File: config.mk
export PLATFORM = sky130hd
export DESIGN_NAME = count_sequencer
export DESIGN_NICKNAME = d
export VERILOG_FILES = /design/src/rtl/count_sequencer.sv
export SDC_FILE = /design/constraint.sdc
export NUM_CORES = 1
export LEC_CHECK = 0
export ABC_AREA = 0
export CAP_MARGIN = 20
export CORE_MARGIN = 5
export CORE_UTILIZATION = 40
export DETAILED_ROUTE_END_ITERATION = 12
export SYNTH_ARGS = -nofsm -noshare
export SYNTH_HDL_FRONTEND = slang
export SYNTH_SLANG_ARGS = --single-unit
File: constraint.sdc
create_clock -name clk -period 2.7 [get_ports clk]
set_input_delay 0.405 -clock clk [delete_from_list [all_inputs] [get_ports clk]]
set_output_delay 0.405 -clock clk [all_outputs]
set_load 0.03 [all_outputs]
File: src/rtl/count_sequencer.sv
// count_sequencer: issues N counter enables per command, checks count==base+N; COUNT_SEQ_STATS_EN adds pass/fail totals
module count_sequencer #(
    parameter int WIDTH = 4
) (
    input  logic             clk,
    input  logic             reset,
    input  logic             req_valid,
    output logic             req_ready,
    input  logic [WIDTH-1:0] req_steps,
    input  logic             req_gap,
    output logic             cnt_enable,
    input  logic [WIDTH-1:0] cnt_count,
    input  logic             cnt_match,
    output logic             rsp_valid,
    input  logic             rsp_ready,
    output logic             rsp_pass,
    output logic [WIDTH-1:0] rsp_count,
    output logic             rsp_match
`ifdef COUNT_SEQ_STATS_EN
    ,
    output logic [7:0]       pass_total,
    output logic [7:0]       fail_total
`endif
);
    typedef enum logic [2:0] {IDLE, SNAP, DRIVE, GAP, SETTLE, RESP} state_t;
    state_t state, state_nxt;
    logic live, gap;
    logic [WIDTH-1:0] steps, remaining, base, expect_cnt;
    assign expect_cnt = base + steps;
    assign req_ready  = state == IDLE && live;
    assign cnt_enable = state == DRIVE;
    assign rsp_valid  = state == RESP;
    always_comb begin
        state_nxt = state;
        case (state)
            IDLE:    state_nxt = req_valid && req_ready ? SNAP : IDLE;
            SNAP:    state_nxt = steps == '0 ? SETTLE : DRIVE;
            // remaining still holds the pre-decrement value during the last pulse
            DRIVE:   state_nxt = remaining == WIDTH'(1) ? SETTLE : gap ? GAP : DRIVE;
            GAP:     state_nxt = DRIVE;
            SETTLE:  state_nxt = RESP;
            RESP:    state_nxt = rsp_ready ? IDLE : RESP;
            default: state_nxt = IDLE;
        endcase
    end
    always_ff @(posedge clk or negedge reset) begin
        if (!reset) begin
            state     <= IDLE;
            live      <= 1'b0;
            gap       <= 1'b0;
            steps     <= '0;
            remaining <= '0;
            base      <= '0;
            rsp_pass  <= 1'b0;
            rsp_count <= '0;
            rsp_match <= 1'b0;
        end else begin
            state <= state_nxt;
            live  <= 1'b1;
            if (req_valid && req_ready) begin
                steps     <= req_steps;
                remaining <= req_steps;
                gap       <= req_gap;
            end
            if (state == SNAP) base <= cnt_count;
            if (state == DRIVE) remaining <= remaining - 1'b1;
            if (state == SETTLE) begin
                rsp_count <= cnt_count;
                rsp_match <= cnt_match;
                rsp_pass  <= cnt_count == expect_cnt;
            end
        end
    end
`ifdef COUNT_SEQ_STATS_EN
    always_ff @(posedge clk or negedge reset) begin
        if (!reset) begin
            pass_total <= '0;
            fail_total <= '0;
        end else if (rsp_valid && rsp_ready) begin
            if (rsp_pass && pass_total != 8'hff) pass_total <= pass_total + 1'b1;
            if (!rsp_pass && fail_total != 8'hff) fail_total <= fail_total + 1'b1;
        end
    end
`endif
endmodule

## Yosys cells after proc, flatten, opt, wreduce, memory -nomap -nowiden

Cells that the tools add are included.

| storage, ports and cells | value |
|---|---|
| ROM bits | 0 |
| latch bits | 0 |
| input port bits | 14 |
| word-level logic and storage cells | 31 |
| output and inout port bits | 9 |
| memories | 0 |
| memory bits (writable) | 0 |
| register bits after elaboration | 23 |

| cells by class | value |
|---|---|
| div/mod/pow operators | 0 |
| multiplexer cells | 8 |
| bitwise gates (word level) | 0 |
| multipliers | 0 |
| $add $sub $neg | 2 |
| reduce and logical (&&, ||, !) cells | 5 |
| shifts and indexed selects | 0 |
| equal/unequal tests | 7 |
| order comparisons | 0 |

Operator list:

| cell | count |
|---|---|
| $pmux W3 S6 | 1 |
| $mux W3 | 3 |
| $mux W4 | 2 |
| $eq A3 B2 Y1 const B | 2 |
| $eq A3 B3 Y1 const B | 2 |
| $add A4 B4 Y4 | 1 |
| $eq A4 B1 Y1 const B | 1 |
| $eq A4 B4 Y1 | 1 |
| $logic_not A4 Y1 | 1 |
| $sub A4 B1 Y4 const B | 1 |
| $eq A3 B1 Y1 const B | 1 |
| $logic_not A3 Y1 | 1 |
| $logic_and A1 B1 Y1 | 2 |
| $mux W1 | 2 |
| $reduce_bool A2 Y1 | 1 |

## Depth between registers and ports, before layout

Gate-level depths: netlist of the first run.

| logic depth | value |
|---|---|
| word-level depth | 5 |
| mapped depth | 7 |
| depth with buffers taken out | 7 |

## Worst setup path after synthesis of the first run

OpenSTA, ideal clock, no wires.

| timing | value |
|---|---|
| path kind | reg-to-output |
| start | register state[2] |
| end | output port rsp_valid |
| setup slack | 1,082 ps |
| required time | 2,295 ps |
| cell stages (with the launch flop) | 3 |
| arrival time | 1,213 ps |
| path through | dfrtp_1 > inv_1 > nor3b_1 |

| between the ends | value |
|---|---|
| word-level cells in the longest chain between the ends | 1 |

RTL lines:

| item | line | source |
|---|---|---|
| from (decl) | 26 | `state_t state, state_nxt;` |
| from (signal assigned) | 58 | `state <= state_nxt;` |
| $eq A3 B3 Y1 | 32 | `assign rsp_valid = state == RESP;` |
| to (decl) | 14 | `output logic rsp_valid,` |

No other way between the ends.

## Worst setup path after layout of the first run

| timing | value |
|---|---|
| start | register state[1] |
| end | output port cnt_enable |

| between the ends | value |
|---|---|
| word-level cells in the longest chain between the ends | 1 |

RTL lines:

| item | line | source |
|---|---|---|
| $eq A3 B2 Y1 | 31 | `assign cnt_enable = state == DRIVE;` |
| to (decl) | 11 | `output logic cnt_enable,` |

No other way between the ends.

==> impl_metrics.json, run 1 <==
{
  "synth.avg_cell_area_um2": 10.68,
  "boundaryPins": 23,
  "cell_internal_power_dissipation_mw": 0.9717,
  "first_global_vias": 872,
  "drive_gt1_share_pct": 11.94,
  "synthesis_warning_total": 0,
  "synthToLayoutAreaGrowth_pct": 22.05,
  "placementRows": 19,
  "max-clock-path-buffers": 2,
  "slew_viol_final": 0,
  "synthCells": 110,
  "timing_worst_slew_pin_value_ps": 795.4,
  "synth.distinct_cells": 32,
  "cts.reportedPaths.clkPinSlew_ps": 120,
  "worst_path_largest_cell_delay_ps": 680,
  "crit_slowest_cell": "sky130_fd_sc_hd__clkdlybuf4s50_1",
  "portbufs": 22,
  "crit_arrival_ps": 2170,
  "cts_tree": "done",
  "design_power_mw": 1.652,
  "worst_ir_drop_vdd_v": 0.0005718,
  "clk-insertion-delay-late_ps": 310,
  "antennaDiodeCount": 0,
  "cellPowerDensity_mw_per_mm2": 1152,
  "netSwitchingFraction_pct": 41.18,
  "netSwitchingPower_mw": 0.6801,
  "share_of_the_clock_period_used_by_the_worst_path_after_layout_pct": 95.34,
  "globalplace.congestion": 0.7818,
  "final_net_count": 155,
  "met3_usage_pct": 3.678,
  "layout.cells.most_common_list": "sky130_fd_sc_hd__dfrtp_1, sky130_fd_sc_hd__clkdlybuf4s50_1, sky130_fd_sc_hd__nand2_1",
  "die_x_um": 64.20,
  "leakage_power_nw": 0.6221,
  "final_hold_viol_count": 0,
  "final_period_minus_worst_setup_slack_ps": 2574,
  "post_cts.resized_instances": 0,
  "post_synthesis_sequential_element_count": 23,
  "cts_root_buf": "sky130_fd_sc_hd__clkbuf_4",
  "maximum_number_of_pins_on_one_net_before_global_route_repair": 24,
  "clock_tree.htree_level_count": 1,
  "clock_sinks": 23,
  "power.share.combinational_pct": 52.0,
  "seqPwrFrac_pct": 38.3,
  "busiest_layer": "met2",
  "setup_viol": 0,
  "status": "completed",
  "worst_hold_check_path_type": "input pin to asynchronous set/reset pin",
  "antenna_found_initial": 0,
  "critical_path_class": "flop to output port",
  "use_met1_pct": 16.08,
  "hpwl_dp_mm": 1.732,
  "placement.cell_area_mm2": 0.001408,
  "detail_route.drc_violations": 0,
  "max_freq_ghz": 0.3885,
  "post_cts_hold_buffer_count": 0,
  "final_antenna_net_count": 0,
  "filler_cell_count": 275,
  "startpoint_type": "flop",
  "globalRouteTotalUtil_pct": 12.06,
  "multi_input_comb_area_um2": 535.5,
  "routed_wl_mm": 2.262,
  "nature_of_the_critical_path_endpoint": "output port",
  "tns_ps": 0,
  "vias": 847,
  "register_area_um2": 575.6,
  "dr.first_iter.drc_count": 34,
  "cts_made_buffers": 3,
  "synth_seq_area_share_pct": 48.99,
  "cts_post_setup_buffers_inserted": 0,
  "drt_pass1_iterations": 4,
  "grt_overflow": 0,
  "route.detailed.vias_per_inst": 5.133,
  "die_y_um": 64.20,
  "slew-limit-headroom_pct": 46.86,
  "drt-wirelength-per-cell_um": 13.71,
  "cp.required_ps": 2300,
  "finish.instance_area_mm2": 0.001434,
  "max_cap_viol_count": 0,
  "netlist_area_mm2": 0.001175,
  "grt_setup_unrepaired": "no",
  "die_area_mm2": 0.004121,
  "finClkSkew_ps": 3.716,
  "initial_cell_density_of_the_core_pct": 42.24,
  "design.core.area_mm2": 0.002781,
  "synthesis.nets": 130,
  "grt_first_pass_wirelength_mm": 3.891,
  "worstPathMaxFanout": 9,
  "layout.cells.most_common": "sky130_fd_sc_hd__dfrtp_1",
  "cells_along_the_critical_path": "or3b_1, inv_2, clkdlybuf4s50_1",
  "use_met2_pct": 17.21,
  "clockPowerShare_pct": 9.7,
  "final_core_util_pct": 51.55
}
## sequential cells by signal (all words and copies together), names as in the netlist
register / cells
steps: 4
live: 1
rsp_count: 4
rsp_match: 1
gap: 1
remaining: 4
base: 4
rsp_pass: 1
state: 3
## Yosys cell counts, drive strengths merged
library cell,number,area share [%]
ha,5,5.3
nor3b,2,1.3
nor2b,1,0.53
o211ai,3,1.9
o22ai,2,1.1
a21o,1,0.64
fa,1,1.7
nor3,3,1.7
dfrtp,23,49
and2,1,0.53
nand2,17,5.4
buf,3,2.9
a31oi,1,0.53
o21ai,3,1.3
o221a,1,0.96
nand3,6,3.0
nand2b,1,0.53
a22oi,1,0.64
inv,8,2.6
mux2,8,7.7
xnor2,6,4.5
nor2,5,2.2
nand4,1,0.53
or3b,1,0.75
a21oi,3,1.3
conb,1,0.32
nor4,1,0.53
xor2,1,0.75
## kinds of logic after synthesis
| family | count (synthesis) | synth area share, % |
|---|---|---|
| flip-flops | 23 | 48.99 |
| other | 1 | 0.3192 |
| multiplexers | 8 | 7.668 |
| adder cells (fa/ha/maj) | 6 | 7.029 |
| buffers and inverters | 11 | 5.431 |
| AND/OR/NAND/NOR | 39 | 17.04 |
| AO/OA/AOI/OAI | 15 | 8.306 |
| XOR/XNOR | 7 | 5.218 |
## metrics by stage
| step | instances | setup slack (ps) | hold WS [ps] |
|---|---|---|---|
| finish | 165 | 125.8 | 423.0 |
| global route | 165 | 28.28 | 447.9 |
| global placement | 161 | 509.6 | 478.0 |
| detailed placement | 161 | 488.3 | 471.7 |
| CTS | 165 | 114.0 | 428.5 |
| floorplan | 110 | 1082 | 109.4 |
## path summary, 6_finish.rpt
path | cells past startpoint | startpoint | to | slack, ps
min reg2reg | 2 | gap$_DFFE_PN0P_ | gap$_DFFE_PN0P_ | 500
min | 2 | reset | steps[2]$_DFFE_PN0P_ | 420
max | 3 | state[1]$_DFF_PN0_ | cnt_enable | 130
max reg2reg | 2 | state[0]$_DFF_PN0_ | base[3]$_DFFE_PN0N_ | 990
max in group asynchronous | 2 | reset | live$_DFF_PN0_ | 2050
min in group clk | 2 | gap$_DFFE_PN0P_ | gap$_DFFE_PN0P_ | 500
## critical path, delay by kind of cell (launching register included)
kind / cells / cell delay (ps)
buf+inv: 2 / 820
simple gates: 1 / 540
flops: 1 / 500
## power groups by stage
stage          Clock (mW)  Sequential, mW  Combinational (mW)
2_1_floorplan           0           0.680               0.608
3_3_place_gp            0           0.631               0.853
3_5_place_dp            0           0.639               0.871
4_1_cts             0.167           0.633               0.873
5_1_grt             0.183           0.653               0.953
6_report            0.160           0.632               0.860
## layout make-up
type / count / share of cell area, %
clock buffer: 4 / 1.832
timing repair buffer: 23 / 15.88
tap: 31 / 2.705
multi-input combinational: 76 / 37.35
sequential: 23 / 40.14
inverter: 8 / 2.094
## layer usage
layer	vias up	share of wire (%)
li1	420	-
met1	409	48
met2	14	46
met3	4	4.2
met4	0	1.8
met5	-	0
Power figures use the tool's default switching activity.
==> run 2, diff against run 1 <==
--- a/config.mk
+++ b/config.mk
@@ -10,6 +10,8 @@
 export CORE_MARGIN = 5
 export CORE_UTILIZATION = 40
 export DETAILED_ROUTE_END_ITERATION = 12
+export SLEW_MARGIN = 20
 export SYNTH_ARGS = -nofsm -noshare
 export SYNTH_HDL_FRONTEND = slang
 export SYNTH_SLANG_ARGS = --single-unit
+export TNS_END_PERCENT = 50
==> results of run 2 <==
Final layout, timing and power as in run 1 (identical DEF).
==> run 3, diff against run 2 <==
--- a/config.mk
+++ b/config.mk
@@ -7,7 +7,7 @@
 export LEC_CHECK = 0
 export ABC_AREA = 0
 export CAP_MARGIN = 20
-export CORE_MARGIN = 5
+export CORE_MARGIN = 2
 export CORE_UTILIZATION = 40
 export DETAILED_ROUTE_END_ITERATION = 12
 export SLEW_MARGIN = 20
==> constraint.sdc (replaced) <==
create_clock -name clk -period 2.7 [get_ports clk]
set_input_delay 0.405 -clock clk [delete_from_list [all_inputs] [get_ports clk]]
set_output_delay 0.405 -clock clk [all_outputs]
set_load 0.01 [all_outputs]
==> run 3 against run 2 <==
  * Global-route usage up 2.3 points
  * Sequential power about the same
  * Via count down 0.71%
  * First-iteration DRC count down 68%
  * Wire length down 5.8%
  * Sequential cell count unchanged
  * Critical path depth unchanged
  * Hold slack better by 11 ps
  * Non-clock buffer count unchanged
  * Largest power group unchanged
  * Highest routed layer unchanged
==> impl_metrics.json, run 3 (same netlist as run 1, synthesis figures left out) <==
{
  "routed_wl_mm": 2.131,
  "final_antenna_net_count": 0,
  "globalplace.congestion": 0.7342,
  "final_hold_viol_count": 0,
  "setup_viol": 0,
  "grt_setup_unrepaired": "no",
  "worst_slack_ps": 254.6,
  "dr.first_iter.drc_count": 11,
  "cp.required_ps": 2300,
  "initial_cell_density_of_the_core_pct": 42.24,
  "boundaryPins": 23,
  "hpwl_dp_mm": 1.608,
  "final_net_count": 155,
  "finClkSkew_ps": 3.718,
  "slew-limit-headroom_pct": 54.58,
  "cts_root_buf": "sky130_fd_sc_hd__clkbuf_4",
  "portbufs": 22,
  "final_core_util_pct": 51.55,
  "drt_pass1_iterations": 4,
  "detail_route.drc_violations": 0,
  "placementRows": 19,
  "final_period_minus_worst_setup_slack_ps": 2445,
  "cells_along_the_critical_path": "or3b_1, inv_2, clkdlybuf4s50_1",
  "antenna_found_initial": 0,
  "placement.setup.worst_slack_ps": 626.8,
  "critical_path_class": "flop to output port",
  "timing_worst_slew_pin_value_ps": 679.8,
  "met3_length_um": 103,
  "grt_first_pass_wirelength_mm": 3.698,
  "placedCellCount": 161,
  "met2RoutedLength_um": 974,
  "filler_cell_count": 265,
  "cts_made_buffers": 3,
  "clock_sinks": 23,
  "die_area_mm2": 0.003387,
  "post_cts.resized_instances": 0,
  "max_freq_ghz": 0.4089,
  "routed.top_layer": "met4",
  "finalHoldWorstSlack_ps": 433.7,
  "finalNonFillerCells": 165,
  "cts_post_setup_buffers_inserted": 0,
  "synthToLayoutAreaGrowth_pct": 22.05,
  "vias": 841,
  "crit_arrival_ps": 2040,
  "placement.cell_area_mm2": 0.001408,
  "drive_gt1_share_pct": 11.94,
  "worst_path_largest_cell_delay_ps": 540,
  "slew_viol_final": 0,
  "max_cap_viol_count": 0,
  "max-clock-path-buffers": 2,
  "clock_tree.htree_level_count": 1,
  "cts.reportedPaths.clkPinSlew_ps": 120,
  "maximum_number_of_pins_on_one_net_before_global_route_repair": 24,
  "share_of_the_clock_period_used_by_the_worst_path_after_layout_pct": 90.57,
  "die_x_um": 58.20,
  "status": "completed",
  "route.detailed.vias_per_inst": 5.097,
  "design_power_mw": 1.549,
  "first_global_vias": 801,
  "worst_hold_check_path_type": "input pin to asynchronous set/reset pin",
  "cts_tree": "done",
  "tns_ps": 0,
  "clk-insertion-delay-late_ps": 310,
  "worstPathMaxFanout": 9,
  "post_cts_hold_buffer_count": 0,
  "worst_ir_drop_vdd_v": 0.0005315,
  "wl_met1_mm": 1.032,
  "crit_slowest_cell": "sky130_fd_sc_hd__or3b_1",
  "grt_overflow": 0,
  "globalRouteTotalUtil_pct": 14.32,
  "startpoint_type": "flop",
  "layout.cells.most_common": "sky130_fd_sc_hd__dfrtp_1",
  "finish.instance_area_mm2": 0.001434,
  "die_y_um": 58.20,
  "cellPowerDensity_mw_per_mm2": 1081,
  "layout.cells.most_common_list": "sky130_fd_sc_hd__dfrtp_1, sky130_fd_sc_hd__clkdlybuf4s50_1, sky130_fd_sc_hd__nand2_1",
  "design.core.area_mm2": 0.002781,
  "drt-wirelength-per-cell_um": 12.92,
  "nature_of_the_critical_path_endpoint": "output port",
  "antennaDiodeCount": 0,
  "leakage_power_nw": 0.6221
}
==> run 3: path summary, 6_finish.rpt <==
kind	start	to	slack (ps)	cells after the start
setup / recovery	state[1]$_DFF_PN0_	cnt_enable	250	3
max in group asynchronous	reset	base[0]$_DFFE_PN0N_	2040	2
hold / removal	reset	remaining[3]$_DFFE_PN0P_	430	2
hold reg to reg	gap$_DFFE_PN0P_	gap$_DFFE_PN0P_	500	2
min in group clk	gap$_DFFE_PN0P_	gap$_DFFE_PN0P_	500	2
setup reg to reg	state[0]$_DFF_PN0_	remaining[1]$_DFFE_PN0P_	1060	4
==> run 3: layout make-up <==
class                      instances  area (um2)  share of cell area (%)
multi-input combinational         76       535.5                   37.35
sequential                        23       575.6                   40.14
inverter                           8       30.03                   2.094
clock buffer                       4       26.28                   1.832
tap                               31       38.79                   2.705
timing repair buffer              23       227.7                   15.88
==> run 3: layer usage <==
layer  vias up  GRT usage [%]
met5         -              0
met4         0          3.987
met1       398          18.80
met2        21          22.40
li1        420              -
met3         2          5.134
==> run 3: critical path: cells and delay by family, from the launching register on <==
kind | cells | cell delay [ps]
simple gates | 1 | 540
flops | 1 | 500
buf+inv | 2 | 690
==> run 3: where the power goes <==
part | switching [mW] | internal (mW)
Combinational | 0.350 | 0.412
Clock | 0.0996 | 0.0577
Sequential | 0.128 | 0.501
Total | 0.578 | 0.971
